==> src/rtl/hazard_scoreboard.sv <==
// Load-use hazard scoreboard: per-register countdowns for in-flight load and load-multiple destinations.
// Optional stall statistics counter enabled by defining HAZ_STATS_EN.
module hazard_scoreboard #(
    parameter int NREG     = 8,
    parameter int REG_W    = 3,
    parameter int LOAD_LAT = 1,
    parameter int CNT_W    = 4,
    parameter int PC_REG   = 7
) (
    input  logic             clk,
    input  logic             reset,
    input  logic             id_valid,
    input  logic [REG_W-1:0] id_src_a,
    input  logic             id_src_a_use,
    input  logic [REG_W-1:0] id_src_b,
    input  logic             id_src_b_use,
    input  logic             ld_issue,
    input  logic [REG_W-1:0] ld_dest,
    input  logic             lm_issue,
    input  logic [NREG-1:0]  lm_mask,
    input  logic             flush,
    output logic             stall,
    output logic [NREG-1:0]  pend_vec,
    output logic [15:0]      stall_count
);

    localparam logic [CNT_W-1:0] LD_NEW = CNT_W'(LOAD_LAT - 1);

    logic [CNT_W-1:0] cnt      [NREG];
    logic [CNT_W-1:0] cnt_next [NREG];
    logic [NREG-1:0]  issue_vec;
    logic [NREG-1:0]  live_vec;

    // NOTE: always_comb uses blocking assignments and gives every output a default
    // first, so each loop pass sees up-to-date values and no latch is inferred.
    always_comb begin
        logic [CNT_W-1:0] dec;
        logic [CNT_W-1:0] nv;
        logic [CNT_W-1:0] lm_v;
        int               rank;
        rank = 0;
        for (int i = 0; i < NREG; i++) begin
            dec  = (cnt[i] != '0) ? cnt[i] - 1'b1 : '0;
            nv   = '0;
            lm_v = CNT_W'(LOAD_LAT - 1 + rank);
            if (ld_issue && ld_dest == REG_W'(i))
                nv = LD_NEW;
            if (lm_issue && lm_mask[i] && lm_v > nv)
                nv = lm_v;
            if (lm_mask[i])
                rank = rank + 1;
            cnt_next[i] = (dec > nv) ? dec : nv;
            if (i == PC_REG)
                cnt_next[i] = '0;
        end
    end

    // NOTE: sequential state uses non-blocking assignments; these counters are control
    // state (not a data memory), so they are all cleared on reset and on flush.
    always_ff @(posedge clk) begin
        for (int i = 0; i < NREG; i++) begin
            if (reset || flush)
                cnt[i] <= '0;
            else
                cnt[i] <= cnt_next[i];
        end
    end

    // Same-cycle issue terms give the zero-latency stall for a consumer right behind a load.
    always_comb begin
        issue_vec = '0;
        pend_vec  = '0;
        for (int i = 0; i < NREG; i++) begin
            pend_vec[i]  = (cnt[i] != '0);
            issue_vec[i] = (ld_issue && ld_dest == REG_W'(i)) || (lm_issue && lm_mask[i]);
        end
        live_vec         = pend_vec | issue_vec;
        live_vec[PC_REG] = 1'b0;
    end

    assign stall = id_valid && !flush && !reset &&
                   ((id_src_a_use && live_vec[id_src_a]) ||
                    (id_src_b_use && live_vec[id_src_b]));

`ifdef HAZ_STATS_EN
    always_ff @(posedge clk) begin
        if (reset)
            stall_count <= 16'h0000;
        else if (stall && stall_count != 16'hFFFF)
            stall_count <= stall_count + 16'h0001;
    end
`else
    assign stall_count = 16'h0000;
`endif

endmodule
==> config.mk <==
export PLATFORM = sky130hd
export DESIGN_NAME = hazard_scoreboard
export DESIGN_NICKNAME = d
export VERILOG_FILES = /design/src/rtl/hazard_scoreboard.sv
export SDC_FILE = /design/constraint.sdc
export NUM_CORES = 1
export LEC_CHECK = 0
export ABC_AREA = 1
export CAP_MARGIN = 20
export CORE_UTILIZATION = 53
export CTS_BUF_LIST = sky130_fd_sc_hd__clkbuf_8 sky130_fd_sc_hd__clkbuf_16
export DETAILED_ROUTE_END_ITERATION = 7
export GPL_TIMING_DRIVEN = 0
export PLACE_DENSITY = 0.79
export SLEW_MARGIN = 20
export SYNTH_ARGS = -nofsm -noshare
export SYNTH_HDL_FRONTEND = slang
export SYNTH_SLANG_ARGS = --single-unit
==> constraint.sdc <==
create_clock -name clk -period 4.8 [get_ports clk]
set_input_delay 0.72 -clock clk [delete_from_list [all_inputs] [get_ports clk]]
set_output_delay 0.72 -clock clk [all_outputs]
set_load 0.05 [all_outputs]
After elaboration in Yosys (flattened, before gate mapping)
Memories as Yosys holds them, arrays and structs flattened.
Index checks and enable logic that the tools add are counted.

storage, ports and cells
  flip-flop bits (word level) = 0
  RAM bits = 32
  input port bits = 25
  word-level logic and storage cells = 129
  memories = 1

cells by class
  $add $sub $neg = 12
  order comparisons = 15
  eq/ne operators = 6
  muxes and demuxes = 41
  bitwise gates (word level) = 9
  reduce and logical (&&, ||, !) cells = 45

memory list
  memory  depth  bits a word  rd ports  clocked after memory_dff  wr ports  RTL line  source
  cnt     8      4            8         0                         8         29        logic [CNT_W-1:0] cnt [NREG];

operators by type and width
  cell                 count
  $mux 4               32
  $reduce_bool 4->1    8
  $sub 4x1->4 const B  7
  $logic_and 1x1->1    25
  $gt 4x1->1 const B   6
  $gt 4x4->1           6
  $add 4x2->4 const B  3
  $eq 3x3->1 const B   3
  $logic_or 1x1->1     9
  $lt 3x4->1 const B   2
  $or 1x1->1           8
  $or 7x7->7           1
  $bmux 1 s3           2
  $eq 3x2->1 const B   2
  $mux 1               6
  $add 2x1->3 const B  1
  $eq 3x1->1 const B   1
  $logic_not 3->1      1
  $add 1x1->2 const B  1
  $logic_not 1->1      2
  $mux 2               1
  $gt 1x1->1 const B   1

Depth between registers and ports, before layout
  depth in word-level cells = 17
  gate-level depth with buffers = 25

Worst setup path before layout
Ideal clock, no wire load.

  path kind = input port to flip-flop
  from = in lm_mask[0]
  to = mem cnt[6][3], in the netlist cnt[1][11]
  setup time = 0.066 ns
  data arrival time = 3.636 ns
  required time = 4.734 ns
  slack = 1.097 ns
  stages = 24
  path through = inv_1 -> ha_1 -> inv_1 -> nand2_2 -> nand2_2 -> inv_1 -> ha_1 -> nand2_1 -> nand2_2 -> inv_1 -> ha_1 -> inv_1 -> nand2_1 -> o21ai_1 -> ha_1 -> o211ai_1 -> ha_1 -> inv_1 -> nor2_1 -> o211ai_1 -> nand2_1 -> nand2_1 -> o21ai_0 -> a21oi_2

RTL lines
  element      RTL line  source
  from (decl)  20        input logic [NREG-1:0] lm_mask,
  to (decl)    29

==> run_results.csv <==
group,metric,value,unit
run_status,run_status,"completed",
global_routing,grt.overflow.total,0,
route,drt.antenna.violating_nets,0,
timing,rsz0062_at_grt,"false",
setup_path,critical_path_class,"input port to flop",
timing,fin_worst_skew,0.004951,ns
global_routing,grt_pass1_wl,9294,um
yosys,primary_ff_master_synth,"sky130_fd_sc_hd__dfxtp_1",
yosys,synth_edf_count,0,
timing,fmax,225.5,MHz
job,cap_violations,0,
placed_design,dp.final_hpwl,4567,um
placed_design,placed_cells,518,
worst_hold_path,hold_wc_startpoint,"cnt[0][0]",
clock_network,cts.repair.resized,0,
final_layout,reg_top3,"cnt (28)",
final_layout,final_nets,522,
route,vias,2583,
yosys,gate_count_of_the_mapped_netlist,419,
yosys,avgSynthCellArea,6.140,um^2
clock_network,cts_tree,"done",
pwr,vdd_drop_max,0.3666,mV
clock_network,insertion_delay,0.28,ns
floorplanning,effective_utilization_at_floorplan,57.11,%
timing,timing.final.setup_violations,0,
global_routing,grt_pass1_vias,2277,
timing,hold_slack,0.4506,ns
clock_network,clockRootBuffer,"sky130_fd_sc_hd__clkbuf_8",
final_layout,stdcell_area,0.003049,mm^2
setup_path,required_time_of_the_critical_path,5.02,ns
yosys,synth-async-reset-ratio,0,%
yosys,yosys_register_bits,28,
yosys,synthesis.yosys.warnings,0,
timing,hold_violations,0,
placed_design,placement.io_buffers,31,
route,avgRoutedWirePerCell,10.71,um
clock_network,cts-root-to-sink-buffers,2,
timing,slew-limit-headroom,57.64,%
final_layout,layout_area_overhead,18.53,%
timing,post-route-period-util,92.39,%
clock_network,cts_sinks,28,
final_layout,most_flop_heavy_register,"cnt",
setup_path,reg2reg_depth,11,
pwr,power_density,441.3,mW/mm^2
floorplanning,placementRows,24,
setup_path,worst_setup_ep_type,"flop",
floorplanning,design.core.area,0.004504,mm^2
timing,fin_tns_setup,0,ns
final_layout,finish.cell_count_without_fillers,521,
placed_design,placement.cell_area,0.003008,mm^2
timing,period_minus_slack,4.435,ns
floorplanning,dieWidth,71.67,um
global_routing,grt_use_total,22.21,%
yosys,mappedNetlistArea,0.002572,mm^2
final_layout,largest_reg_flops,28,
setup_path,rr_endpoint,"cnt[1][0]",
setup_path,setup.reg_to_reg.worst_slack,2.83,ns
setup_path,crit_arrival,4.65,ns
final_layout,insertedDiodeCount,0,
clock_network,htree_levels,1,
clock_network,cts_made_buffers,3,
setup_path,r2r-start,"cnt[1][0]",
route,drt-vias-per-instance,4.958,
placed_design,routabilityCongestion,0.8656,
timing,report.final.slew_viol_count,0,
yosys,seq_total_area_yosys,21.79,%
global_routing,grt_max_degree,15,
route,drt_wl_total,5581,um
route,firstDrtPassIters,4,
pwr,cellLeakagePower,1.617,nW
worst_hold_path,worst_hold_end,"cnt[0][0]",
route,drt_iter0_drc,104,
yosys,synth_cell_type_count,32,
clock_network,cts_setup_buffers,0,
final_layout,post_route_cells_drive_above_1_share,8.316,%
floorplanning,chipHeight,71.67,um
clock_network,clk_pin_slew_worst_paths,0.10,ns
worst_hold_path,holdCritPathClass,"flop to flop",
setup_path,timing.critical_path.fanout_max,8,
clock_network,postCtsHoldBufs,0,
floorplanning,fp.dieArea,0.005137,mm^2
setup_path,startpoint_kind_of_the_worst_setup_timing_path,"input port",
timing,tightest_slew,0.6331,ns
floorplanning,ios,50,
global_routing,grt_antenna_before_repair,0,
worst_hold_path,hold_path_depth,1,
final_layout,nFillCells,422,
route,detail_route.drc_violations,0,
worst max-delay path by stage:
stage / start / to / cells past startpoint
after floorplan: lm_mask[0] / cnt[1][11] / 24
after global placement: lm_mask[0] / cnt[1][11] / 25
after detailed placement: lm_mask[0] / cnt[1][10] / 25
after CTS: lm_mask[0] / cnt[1][10] / 25
after global routing: lm_mask[0] / cnt[1][8] / 25
final: lm_mask[0] / cnt[1][10] / 25
critical path, stage by stage:
cell and delay (ns):
sky130_fd_sc_hd__clkdlybuf4s50_1 0.51, sky130_fd_sc_hd__inv_1 0.09, sky130_fd_sc_hd__ha_1 0.34, sky130_fd_sc_hd__inv_1 0.10
sky130_fd_sc_hd__nand2_2 0.06, sky130_fd_sc_hd__nand2_2 0.08, sky130_fd_sc_hd__inv_1 0.05, sky130_fd_sc_hd__ha_1 0.27
sky130_fd_sc_hd__nand2_1 0.06, sky130_fd_sc_hd__nand2_2 0.13, sky130_fd_sc_hd__inv_1 0.07, sky130_fd_sc_hd__ha_1 0.27
sky130_fd_sc_hd__inv_1 0.05, sky130_fd_sc_hd__nand2_1 0.04, sky130_fd_sc_hd__o21ai_1 0.18, sky130_fd_sc_hd__ha_1 0.29
sky130_fd_sc_hd__o211ai_1 0.26, sky130_fd_sc_hd__ha_1 0.30, sky130_fd_sc_hd__inv_1 0.06, sky130_fd_sc_hd__nor2_1 0.04
sky130_fd_sc_hd__o211ai_1 0.14, sky130_fd_sc_hd__nand2_1 0.06, sky130_fd_sc_hd__nand2_1 0.20, sky130_fd_sc_hd__o21ai_0 0.11
sky130_fd_sc_hd__a21oi_1 0.15
cell families after synthesis:
logic type	Yosys count	share of synthesized area, %
adders and majority gates	26	12.65
and+or+nand+nor	194	33.61
DFF	28	21.79
AOI/OAI and AO/OA	65	13.62
xor gates and xnor gates	2	0.6811
buffers and inverters	102	17.36
other	2	0.2919
through the flow:
stage / util, % / power [mW] / setup slack, ns
final: 67.69 / 1.346 / 0.3654
after global routing: 67.69 / 1.474 / 0.08508
after CTS: 67.69 / 1.343 / 0.3674
after detailed placement: 66.78 / 1.206 / 0.07076
after global placement: 66.78 / 1.184 / 0.1849
after floorplan: - / 0.9934 / 1.097
layout make-up:
class	instances	area, um^2	area share (%)
Buffer	19	135.1	4.432
Clock buffer	3	41.29	1.354
Inverter	83	311.5	10.22
Multi-Input combinational cell	305	1625	53.30
Sequential cell	28	560.5	18.38
Tap cell	52	65.06	2.134
Timing Repair Buffer	31	310.3	10.18
report_power, final:
group	switching, mW	internal (mW)	total [mW]
Clock	0.0804	0.0567	0.137
Sequential	0.0207	0.274	0.295
Combinational	0.610	0.304	0.914
placed cells by master (no fill, tap or decap), types with 3 or more instances in the layout:
master                            netlist  layout
sky130_fd_sc_hd__o21ai_0               28      28
sky130_fd_sc_hd__conb_1                 2      18
sky130_fd_sc_hd__clkdlybuf4s50_1        0      31
sky130_fd_sc_hd__ha_1                  26      26
sky130_fd_sc_hd__nand2_1               80      80
sky130_fd_sc_hd__nand4_1                8       8
sky130_fd_sc_hd__a21oi_1               26      26
sky130_fd_sc_hd__nor3_1                 5       5
sky130_fd_sc_hd__nand3_1               25      25
sky130_fd_sc_hd__dfxtp_1               28      28
sky130_fd_sc_hd__nand2_2               11      11
sky130_fd_sc_hd__inv_1                 81      81
sky130_fd_sc_hd__clkbuf_8               0       3
sky130_fd_sc_hd__nor2_1                55      55
sky130_fd_sc_hd__buf_4                 17      17
sky130_fd_sc_hd__o211ai_1               4       4
routing by layer:
| metal | global-route usage [%] | routed length (um) |
|---|---|---|
| met5 | 0 | 0 |
| met3 | 1.969 | 208 |
| met2 | 41.40 | 2615 |
| met1 | 27.47 | 2700 |
| met4 | 5.229 | 55 |
synth_stat cells (2+ instances only):
library cell / n / share of area [%]
sky130_fd_sc_hd__nand4_1: 8 / 1.9
sky130_fd_sc_hd__o211ai_1: 4 / 1.2
sky130_fd_sc_hd__nand2_1: 80 / 12
sky130_fd_sc_hd__nor3_1: 5 / 0.97
sky130_fd_sc_hd__buf_4: 17 / 5.0
sky130_fd_sc_hd__nand3_1: 25 / 4.9
sky130_fd_sc_hd__clkbuf_1: 2 / 0.29
sky130_fd_sc_hd__a211oi_1: 2 / 0.58
sky130_fd_sc_hd__ha_1: 26 / 13
sky130_fd_sc_hd__nor2_1: 55 / 8.0
sky130_fd_sc_hd__xor2_1: 2 / 0.68
sky130_fd_sc_hd__conb_1: 2 / 0.29
sky130_fd_sc_hd__inv_1: 81 / 12
sky130_fd_sc_hd__o21ai_0: 28 / 5.4
sky130_fd_sc_hd__nand2_2: 11 / 2.7
sky130_fd_sc_hd__nand3b_1: 2 / 0.58
sky130_fd_sc_hd__a21oi_1: 26 / 5.1
sky130_fd_sc_hd__dfxtp_1: 28 / 22
sky130_fd_sc_hd__nand3_2: 2 / 0.78
(Power assumes the default switching activity.)
